**config.mk**
```make
export PLATFORM = sky130hd
export DESIGN_NAME = instr_issue_queue_flat
export DESIGN_NICKNAME = d
export VERILOG_FILES = /design/src/rtl/instr_issue_queue_pkg.sv /design/src/rtl/instr_issue_queue_if.sv /design/src/rtl/instr_issue_queue_chk.sv /design/src/rtl/instr_issue_queue_fifo.sv /design/src/rtl/instr_issue_queue.sv /design/src/flat_wrapper.sv
export SDC_FILE = /design/constraint.sdc
export NUM_CORES = 1
export LEC_CHECK = 0
export BUFFER_PORTS_ARGS = -buffer_cell sky130_fd_sc_hd__buf_2
export CAP_MARGIN = 10
export CELL_PAD_IN_SITES_DETAIL_PLACEMENT = 1
export CELL_PAD_IN_SITES_GLOBAL_PLACEMENT = 1
export CORE_ASPECT_RATIO = 1.1
export CORE_MARGIN = 4
export CORE_UTILIZATION = 30
export DETAILED_ROUTE_END_ITERATION = 8
export PLACE_DENSITY_LB_ADDON = 0.1
export SLEW_MARGIN = 40
export SYNTH_ARGS = -nofsm -noshare
export SYNTH_HDL_FRONTEND = slang
export SYNTH_HIERARCHICAL = 1
export SYNTH_SLANG_ARGS = --single-unit
```
**constraint.sdc**
```tcl
create_clock -name clk -period 2.3 [get_ports clk]
set_input_delay 0.345 -clock clk [delete_from_list [all_inputs] [get_ports clk]]
set_output_delay 0.345 -clock clk [all_outputs]
set_load 0.01 [all_outputs]
```
**src/rtl/instr_issue_queue_pkg.sv**
```systemverilog
// Shared opcode constants, issue classes and the classifier used by the issue queue.
package instr_issue_queue_pkg;

  localparam logic [6:0]  OPC_LOAD       = 7'b0000011;
  localparam logic [6:0]  OPC_STORE      = 7'b0100011;
  localparam logic [6:0]  OPC_OP         = 7'b0110011;
  localparam logic [6:0]  OPC_OPIMM      = 7'b0010011;
  localparam logic [31:0] BUBBLE_DEFAULT = 32'h0000_0000;
  localparam logic [31:0] END_MARKER     = 32'h0000_0000;

  typedef enum logic [1:0] {
    CLS_NONE = 2'd0,
    CLS_A    = 2'd1,
    CLS_LS   = 2'd2
  } issue_class_t;

  typedef enum logic {
    ST_RUN  = 1'b0,
    ST_HALT = 1'b1
  } fetch_state_t;

  function automatic issue_class_t classify(input logic [6:0] opcode);
    issue_class_t cls;
    case (opcode)
      OPC_LOAD, OPC_STORE: cls = CLS_LS;
      OPC_OP, OPC_OPIMM:   cls = CLS_A;
      default:             cls = CLS_NONE;
    endcase
    return cls;
  endfunction

endpackage

```
**src/rtl/instr_issue_queue_if.sv**
```systemverilog
// Fetch-side memory port and core-side issue port of the instruction issue queue.
interface instr_issue_queue_if;
  logic        fetch_en;
  logic        imem_rd_en;
  logic [31:0] imem_addr;
  logic [31:0] imem_rdata;
  logic        A_stall;
  logic        LS_stall;
  logic [31:0] instr;
  logic        done;
  logic [15:0] issued_cnt;

  modport master (
    input  fetch_en, imem_rdata, A_stall, LS_stall,
    output imem_rd_en, imem_addr, instr, done, issued_cnt
  );

  modport slave (
    output fetch_en, imem_rdata, A_stall, LS_stall,
    input  imem_rd_en, imem_addr, instr, done, issued_cnt
  );
endinterface

```
**src/rtl/instr_issue_queue_chk.sv**
```systemverilog
// Protocol checker for the instruction FIFO: a push into a full FIFO must pair with a pop.
module instr_issue_queue_chk (
  input logic clk,
  input logic reset,
  input logic push_i,
  input logic pop_i,
  input logic full_i
);

  overflow_a : assert property (@(posedge clk) disable iff (!reset)
    !(push_i && !pop_i && full_i));

endmodule

```
**src/rtl/instr_issue_queue_fifo.sv**
```systemverilog
// Circular DEPTH x W buffer with wrapping pointers; push and pop may coincide at any occupancy.
module instr_fifo #(
  parameter int DEPTH = 4,
  parameter int W     = 32
) (
  input  logic                     clk,
  input  logic                     reset,
  input  logic                     push_i,
  input  logic [W-1:0]             push_data_i,
  input  logic                     pop_i,
  output logic [W-1:0]             head_o,
  output logic [$clog2(DEPTH):0]   count_o,
  output logic                     full_o,
  output logic                     empty_o
);

  localparam int PW = $clog2(DEPTH);

  logic [W-1:0]  mem_q [DEPTH];
  logic [PW-1:0] wr_ptr_q;
  logic [PW-1:0] rd_ptr_q;
  logic [PW:0]   count_q;

  // Storage, pointers and occupancy update
  always_ff @(posedge clk) begin
    if (!reset) begin
      wr_ptr_q <= '0;
      rd_ptr_q <= '0;
      count_q  <= '0;
    end else begin
      if (push_i) begin
        mem_q[wr_ptr_q] <= push_data_i;
        wr_ptr_q        <= wr_ptr_q + 1'b1;
      end
      if (pop_i) begin
        rd_ptr_q <= rd_ptr_q + 1'b1;
      end
      case ({push_i, pop_i})
        2'b10:   count_q <= count_q + 1'b1;
        2'b01:   count_q <= count_q - 1'b1;
        default: count_q <= count_q;
      endcase
    end
  end

  assign head_o  = mem_q[rd_ptr_q];
  assign count_o = count_q;
  assign full_o  = (count_q == DEPTH[PW:0]);
  assign empty_o = (count_q == '0);

endmodule

```
**src/rtl/instr_issue_queue.sv**
```systemverilog
// Instruction fetch/issue front end: credit-limited fetch into a FIFO, one registered
// instruction per cycle toward the core, held while its reservation-station class stalls.
module instr_issue_queue
  import instr_issue_queue_pkg::*;
#(
  parameter int          DEPTH    = 4,
  parameter logic [31:0] PC_RESET = 32'h0000_0000,
  parameter logic [31:0] BUBBLE   = BUBBLE_DEFAULT
) (
  input logic                 clk,
  input logic                 reset,
  instr_issue_queue_if.master bus
);

  localparam int CW = $clog2(DEPTH) + 1;

  fetch_state_t  state_q, state_d;
  logic [31:0]   pc_q, pc_d;
  logic          inflight_q, inflight_d;
  logic [31:0]   instr_q, instr_d;
  logic          done_q, done_d;
  logic [15:0]   issued_q, issued_d;

  logic [31:0]   fifo_head_s;
  logic [CW-1:0] fifo_count_s;
  logic          fifo_full_s;
  logic          fifo_empty_s;
  logic [CW:0]   credit_s;
  logic          req_s;
  logic          push_s;
  logic          pop_s;
  logic          blocked_s;
  logic          accept_s;
  logic          marker_s;
  issue_class_t  cls_s;

  // Occupancy plus the outstanding read must stay below DEPTH, so a push never overflows.
  // The request is also masked during reset so the memory sees no read while reset is low.
  assign credit_s = {1'b0, fifo_count_s} + {{CW{1'b0}}, inflight_q};
  assign req_s    = reset && (state_q == ST_RUN) && bus.fetch_en && (credit_s < DEPTH[CW:0]);

  // Response handling, issue advance, counters and next-state selection
  always_comb begin
    cls_s      = classify(instr_q[6:0]);
    blocked_s  = 1'b0;
    accept_s   = 1'b0;
    state_d    = state_q;
    pc_d       = pc_q;
    instr_d    = instr_q;
    issued_d   = issued_q;
    inflight_d = req_s;
    marker_s   = inflight_q && (state_q == ST_RUN) && (bus.imem_rdata == END_MARKER);
    push_s     = inflight_q && (state_q == ST_RUN) && (bus.imem_rdata != END_MARKER);

    if (instr_q == BUBBLE) begin
      blocked_s = 1'b0;
    end else begin
      blocked_s = ((cls_s == CLS_A) && bus.A_stall) || ((cls_s == CLS_LS) && bus.LS_stall);
    end
    pop_s    = !blocked_s && !fifo_empty_s;
    accept_s = !blocked_s && (instr_q != BUBBLE) && (cls_s != CLS_NONE);

    if (req_s) begin
      pc_d = pc_q + 32'd4;
    end else begin
      pc_d = pc_q;
    end

    if (marker_s) begin
      state_d = ST_HALT;
    end else begin
      state_d = state_q;
    end

    if (blocked_s) begin
      instr_d = instr_q;
    end else if (!fifo_empty_s) begin
      instr_d = fifo_head_s;
    end else begin
      instr_d = BUBBLE;
    end

    if (accept_s && (issued_q != 16'hFFFF)) begin
      issued_d = issued_q + 16'd1;
    end else begin
      issued_d = issued_q;
    end

    done_d = (state_q == ST_HALT) && fifo_empty_s && !inflight_q && (instr_q == BUBBLE);
  end

  // State registers
  always_ff @(posedge clk) begin
    if (!reset) begin
      state_q    <= ST_RUN;
      pc_q       <= PC_RESET;
      inflight_q <= 1'b0;
      instr_q    <= BUBBLE;
      done_q     <= 1'b0;
      issued_q   <= 16'd0;
    end else begin
      state_q    <= state_d;
      pc_q       <= pc_d;
      inflight_q <= inflight_d;
      instr_q    <= instr_d;
      done_q     <= done_d;
      issued_q   <= issued_d;
    end
  end

  instr_fifo #(.DEPTH(DEPTH), .W(32)) u_fifo (
    .clk         (clk),
    .reset       (reset),
    .push_i      (push_s),
    .push_data_i (bus.imem_rdata),
    .pop_i       (pop_s),
    .head_o      (fifo_head_s),
    .count_o     (fifo_count_s),
    .full_o      (fifo_full_s),
    .empty_o     (fifo_empty_s)
  );

  instr_issue_queue_chk u_chk (
    .clk    (clk),
    .reset  (reset),
    .push_i (push_s),
    .pop_i  (pop_s),
    .full_i (fifo_full_s)
  );

  assign bus.imem_rd_en = req_s;
  assign bus.imem_addr  = pc_q;
  assign bus.instr      = instr_q;
  assign bus.done       = done_q;
  assign bus.issued_cnt = issued_q;

endmodule

```
**src/flat_wrapper.sv**
```systemverilog
// flat-port wrapper written by rule: the top's interface ports become plain ports
module instr_issue_queue_flat import instr_issue_queue_pkg::*;
#(
  parameter int          DEPTH    = 4,
  parameter logic [31:0] PC_RESET = 32'h0000_0000,
  parameter logic [31:0] BUBBLE   = BUBBLE_DEFAULT
)
  (clk, reset, bus_fetch_en, bus_imem_rdata, bus_A_stall, bus_LS_stall, bus_imem_rd_en, bus_imem_addr, bus_instr, bus_done, bus_issued_cnt);
  instr_issue_queue_if bus_i ();
  input logic clk;
  input logic reset;
  input wire logic [$bits(bus_i.fetch_en)-1:0] bus_fetch_en;
  input wire logic [$bits(bus_i.imem_rdata)-1:0] bus_imem_rdata;
  input wire logic [$bits(bus_i.A_stall)-1:0] bus_A_stall;
  input wire logic [$bits(bus_i.LS_stall)-1:0] bus_LS_stall;
  output wire logic [$bits(bus_i.imem_rd_en)-1:0] bus_imem_rd_en;
  output wire logic [$bits(bus_i.imem_addr)-1:0] bus_imem_addr;
  output wire logic [$bits(bus_i.instr)-1:0] bus_instr;
  output wire logic [$bits(bus_i.done)-1:0] bus_done;
  output wire logic [$bits(bus_i.issued_cnt)-1:0] bus_issued_cnt;
  assign bus_i.fetch_en = bus_fetch_en;
  assign bus_i.imem_rdata = bus_imem_rdata;
  assign bus_i.A_stall = bus_A_stall;
  assign bus_i.LS_stall = bus_LS_stall;
  assign bus_imem_rd_en = bus_i.imem_rd_en;
  assign bus_imem_addr = bus_i.imem_addr;
  assign bus_instr = bus_i.instr;
  assign bus_done = bus_i.done;
  assign bus_issued_cnt = bus_i.issued_cnt;
  instr_issue_queue #(.DEPTH(DEPTH), .PC_RESET(PC_RESET), .BUBBLE(BUBBLE)) u_core (.clk(clk), .reset(reset), .bus(bus_i));
endmodule
```
==> metrics.md <==
| Metric | Value |
|---|---|
| Status | complete, no violations |
| Overall global routing resource usage | 0.141 |
| Area Overhead vs Synth | 27.2% |
| Actual slew at the worst max-slew pin | roughly 0.65 ns |
| Worst Hold Class | primary input to flip-flop |
| Vias per cell | 4.85 |
| Design Power | roughly 0.011 W |
| First drt pass iteration count | 4 |
| Clk sinks | 218 |
| Port Buffers | 116 |
| Gate Count Post-Synth | 643 |
| Rows | 65 |
| Vias in the first global route | 6,347 |
| Yosys warnings | 6 |
| CP Launch Point | bus_imem_rdata[17] |
| Final setup violating endpoints | 0 |
| Reg2reg start | u_core/bus.instr[4]$_SDFFE_PN0N_ |
| Post-DP Area | 0.0103 mm2 |
| Tmin final | ~2.2 ns |
| Net Switching | 0.00291 W |
| Reg power frac | 0.434 |
| Syn_area_per_cell | ~14 um2 |
| Initial Util | 0.305 |
| Worst EP required | approximately 2.7 ns |
| Clock network power share | 0.358 |
| Pwr Density | ~970 mW/mm2 |
| Tcrit/Tclk final | 0.957 |
| Worst-case clock skew | 0.00693 ns |
| Worst r2r dst | u_core/u_fifo/count_o[2]$_SDFFE_PN0P_ |
| Lkg Pwr | about 4.0 nW |
| First-pass GRT wire length | approximately 36 mm |
| Die Area | roughly 0.032 mm2 |
| NumNets Final | 870 |
| Clk_lat worst skew | about 0.5 ns |
| Critical path capture point | u_core/u_fifo/count_o[2]$_SDFFE_PN0P_ |
| Gate power share | 0.208 |
| CTS max path bufs | 3 |
| Arrival time worst endpoint | approximately 2.7 ns |
| Final Hold Fails | 0 |
| Die Height | 187 um |
| Setup slack at placement | -0.821 ns |
| RePlAce Congestion | between 0.7 and 0.8 |
| Placed cells | ~1,200 |
| Pin count of the biggest net entering global routing | 58 |
| Slew Limit Fails | 0 |
| Netlist Area Pre-Place | 0.00876 mm2 |
| Max FO, Critical Path | 2 |
| Final design instance area without fill | ~0.011 mm2 |
| Setup slack, reg-to-reg | approximately 0.13 ns |
| Ratio of cells with drive above 1 in the final layout | 0.321 |
| DR WL/cell | between 15 and 20 um |
| Via count | between 5,000 and 6,000 |
| Crit Path Category | primary input to flip-flop |
| VDD IR max | 431 uV |
| DRT iter0 DRCs | 171 |
| Root Buffer | clkbuf_16 |
| Int Power | around 0.0079 W |
| Non-filler cells in the finished layout | 1,211 |
| GRT Residual Overflow | 0 |
| Final ANT Viol Nets | 0 |
| Diode count | 0 |
| Post-layout util | 0.388 |
| Core footprint | approximately 0.029 mm2 |
| Post-DP HPWL | 16.2 mm |
| Number of remaining DRC errors | 0 |
| Die span in x | ~170 um |
| Highest Clock Rate | 454 MHz |
| H-Tree Depth | 1 |
| Worst setup margin | between 0.09 and 0.1 ns |
| Worst r2r path cells | 9 |
| CP endpoint kind | flip-flop |
| Max Cap Viol | 0 |
| CTS tree | yes |
| Total wire length | 22.8 mm |
| Switch share | 0.270 |
| Total CTS buffers | 25 |
| Reg clk slew, reported paths | approximately 0.060 ns |
| I/O pin count | 119 |
| Max_slew headroom | 0.570 |
| Critical Path Source Type | primary input |
| Initial antenna violation count | 0 |
-- layout by cell type, fill, tap and decap left out, drive strengths merged, types with 9 or more instances in the layout --
master / instances
inv: 13
nor4: 21
mux4: 32
edfxtp: 128
clkbuf: 29
nand3b: 26
nand4: 20
and3: 15
nand3: 18
dfxtp: 90
o21ai: 12
nand2: 52
clkinv: 10
buf: 184
a21oi: 41
xnor2: 9
nor2: 41
xor2: 21
or3: 9
and2: 10
-- state kept, by name, indices dropped and copies added, names as in the netlist, named ones only --
| name | count |
|---|---|
| u_core/bus.done | 1 |
| u_core/state_q | 1 |
| u_core/u_fifo/rd_ptr_q | 2 |
| u_core/bus.issued_cnt | 16 |
| u_core/u_fifo/count_o | 3 |
| u_core/bus.instr | 32 |
| u_core/bus.imem_addr | 30 |
| u_core/u_fifo/wr_ptr_q | 2 |
| u_core/u_fifo/mem_q | 128 |
| u_core/inflight_q | 1 |
-- critical path, cell delays in order --
cell and delay (ns):
buf_2 0.12, nor4_4 0.30, buf_4 0.17, nand4_1 0.18
nor2_4 0.21, nor3b_2 0.07, inv_1 0.07, ha_1 0.16
inv_1 0.05, fa_1 0.37, xor2_1 0.15, or3_1 0.31
a21boi_1 0.13
-- layer usage --
metal / GRT usage / up-vias / wire length, um
met3: 0.0256 / 26 / 988
met1: 0.185 / 2964 / 10200
met2: 0.248 / 103 / 11400
li1: - / 2785 / -
met5: 0 / - / 0
met4: 0.0262 / 0 / 277
-- metrics by stage --
stage | hold WS (ns) | setup TNS, ns
finish | 0.138 | 0
global route | 0.126 | -0.00508
CTS | 0.107 | 0
detailed placement | 0.464 | -36.73
global placement | 0.458 | -28.50
floorplan | 0.444 | 0
-- area by class of cell --
class	count	area, um2
Multi-Input combinational cell	383	2940
Tap cell	368	460
Sequential cell	218	5650
Fill cell	3030	17600
Timing Repair Buffer	184	1240
Clock buffer	29	641
Clock inverter	16	158
Inverter	13	48.8
-- worst min-delay path by stage --
stage	startpoint	to	slack [ns]	cells past startpoint
after floorplan	bus_imem_rdata[0]	u_core/u_fifo/mem_q[0][0]$_DFFE_PP_	0.44	0
after global placement	u_core/bus.instr[20]$_SDFFE_PN0N_	u_core/bus.instr[20]$_SDFFE_PN0N_	0.46	2
after detailed placement	u_core/bus.instr[21]$_SDFFE_PN0N_	u_core/bus.instr[21]$_SDFFE_PN0N_	0.46	2
after CTS	bus_imem_rdata[13]	u_core/u_fifo/mem_q[0][13]$_DFFE_PP_	0.11	2
after global routing	bus_imem_rdata[24]	u_core/u_fifo/mem_q[0][24]$_DFFE_PP_	0.13	2
final	bus_imem_rdata[24]	u_core/u_fifo/mem_q[0][24]$_DFFE_PP_	0.14	2
-- power groups by stage --
stage / Sequential (W) / Combinational (W) / Clock, W
finish: 0.00468 / 0.00224 / 0.00385
global route: 0.00473 / 0.00244 / 0.00418
floorplan: 0.00477 / 0.00131 / 0
CTS: 0.00470 / 0.00229 / 0.00400
global placement: 0.00476 / 0.00226 / 0
detailed placement: 0.00478 / 0.00228 / 0
-- what timing repair did --
action | 4_1_cts | 5_1_grt
setup endpoints to repair | 2 | 1
endpoints found under the hold margin | 0 | 0
setup buffers | 0 | 0
hold buffers | 0 | 0
resized for setup | 5 | 5
pin swaps | 2 | 2
(Power assumes the default switching activity.)
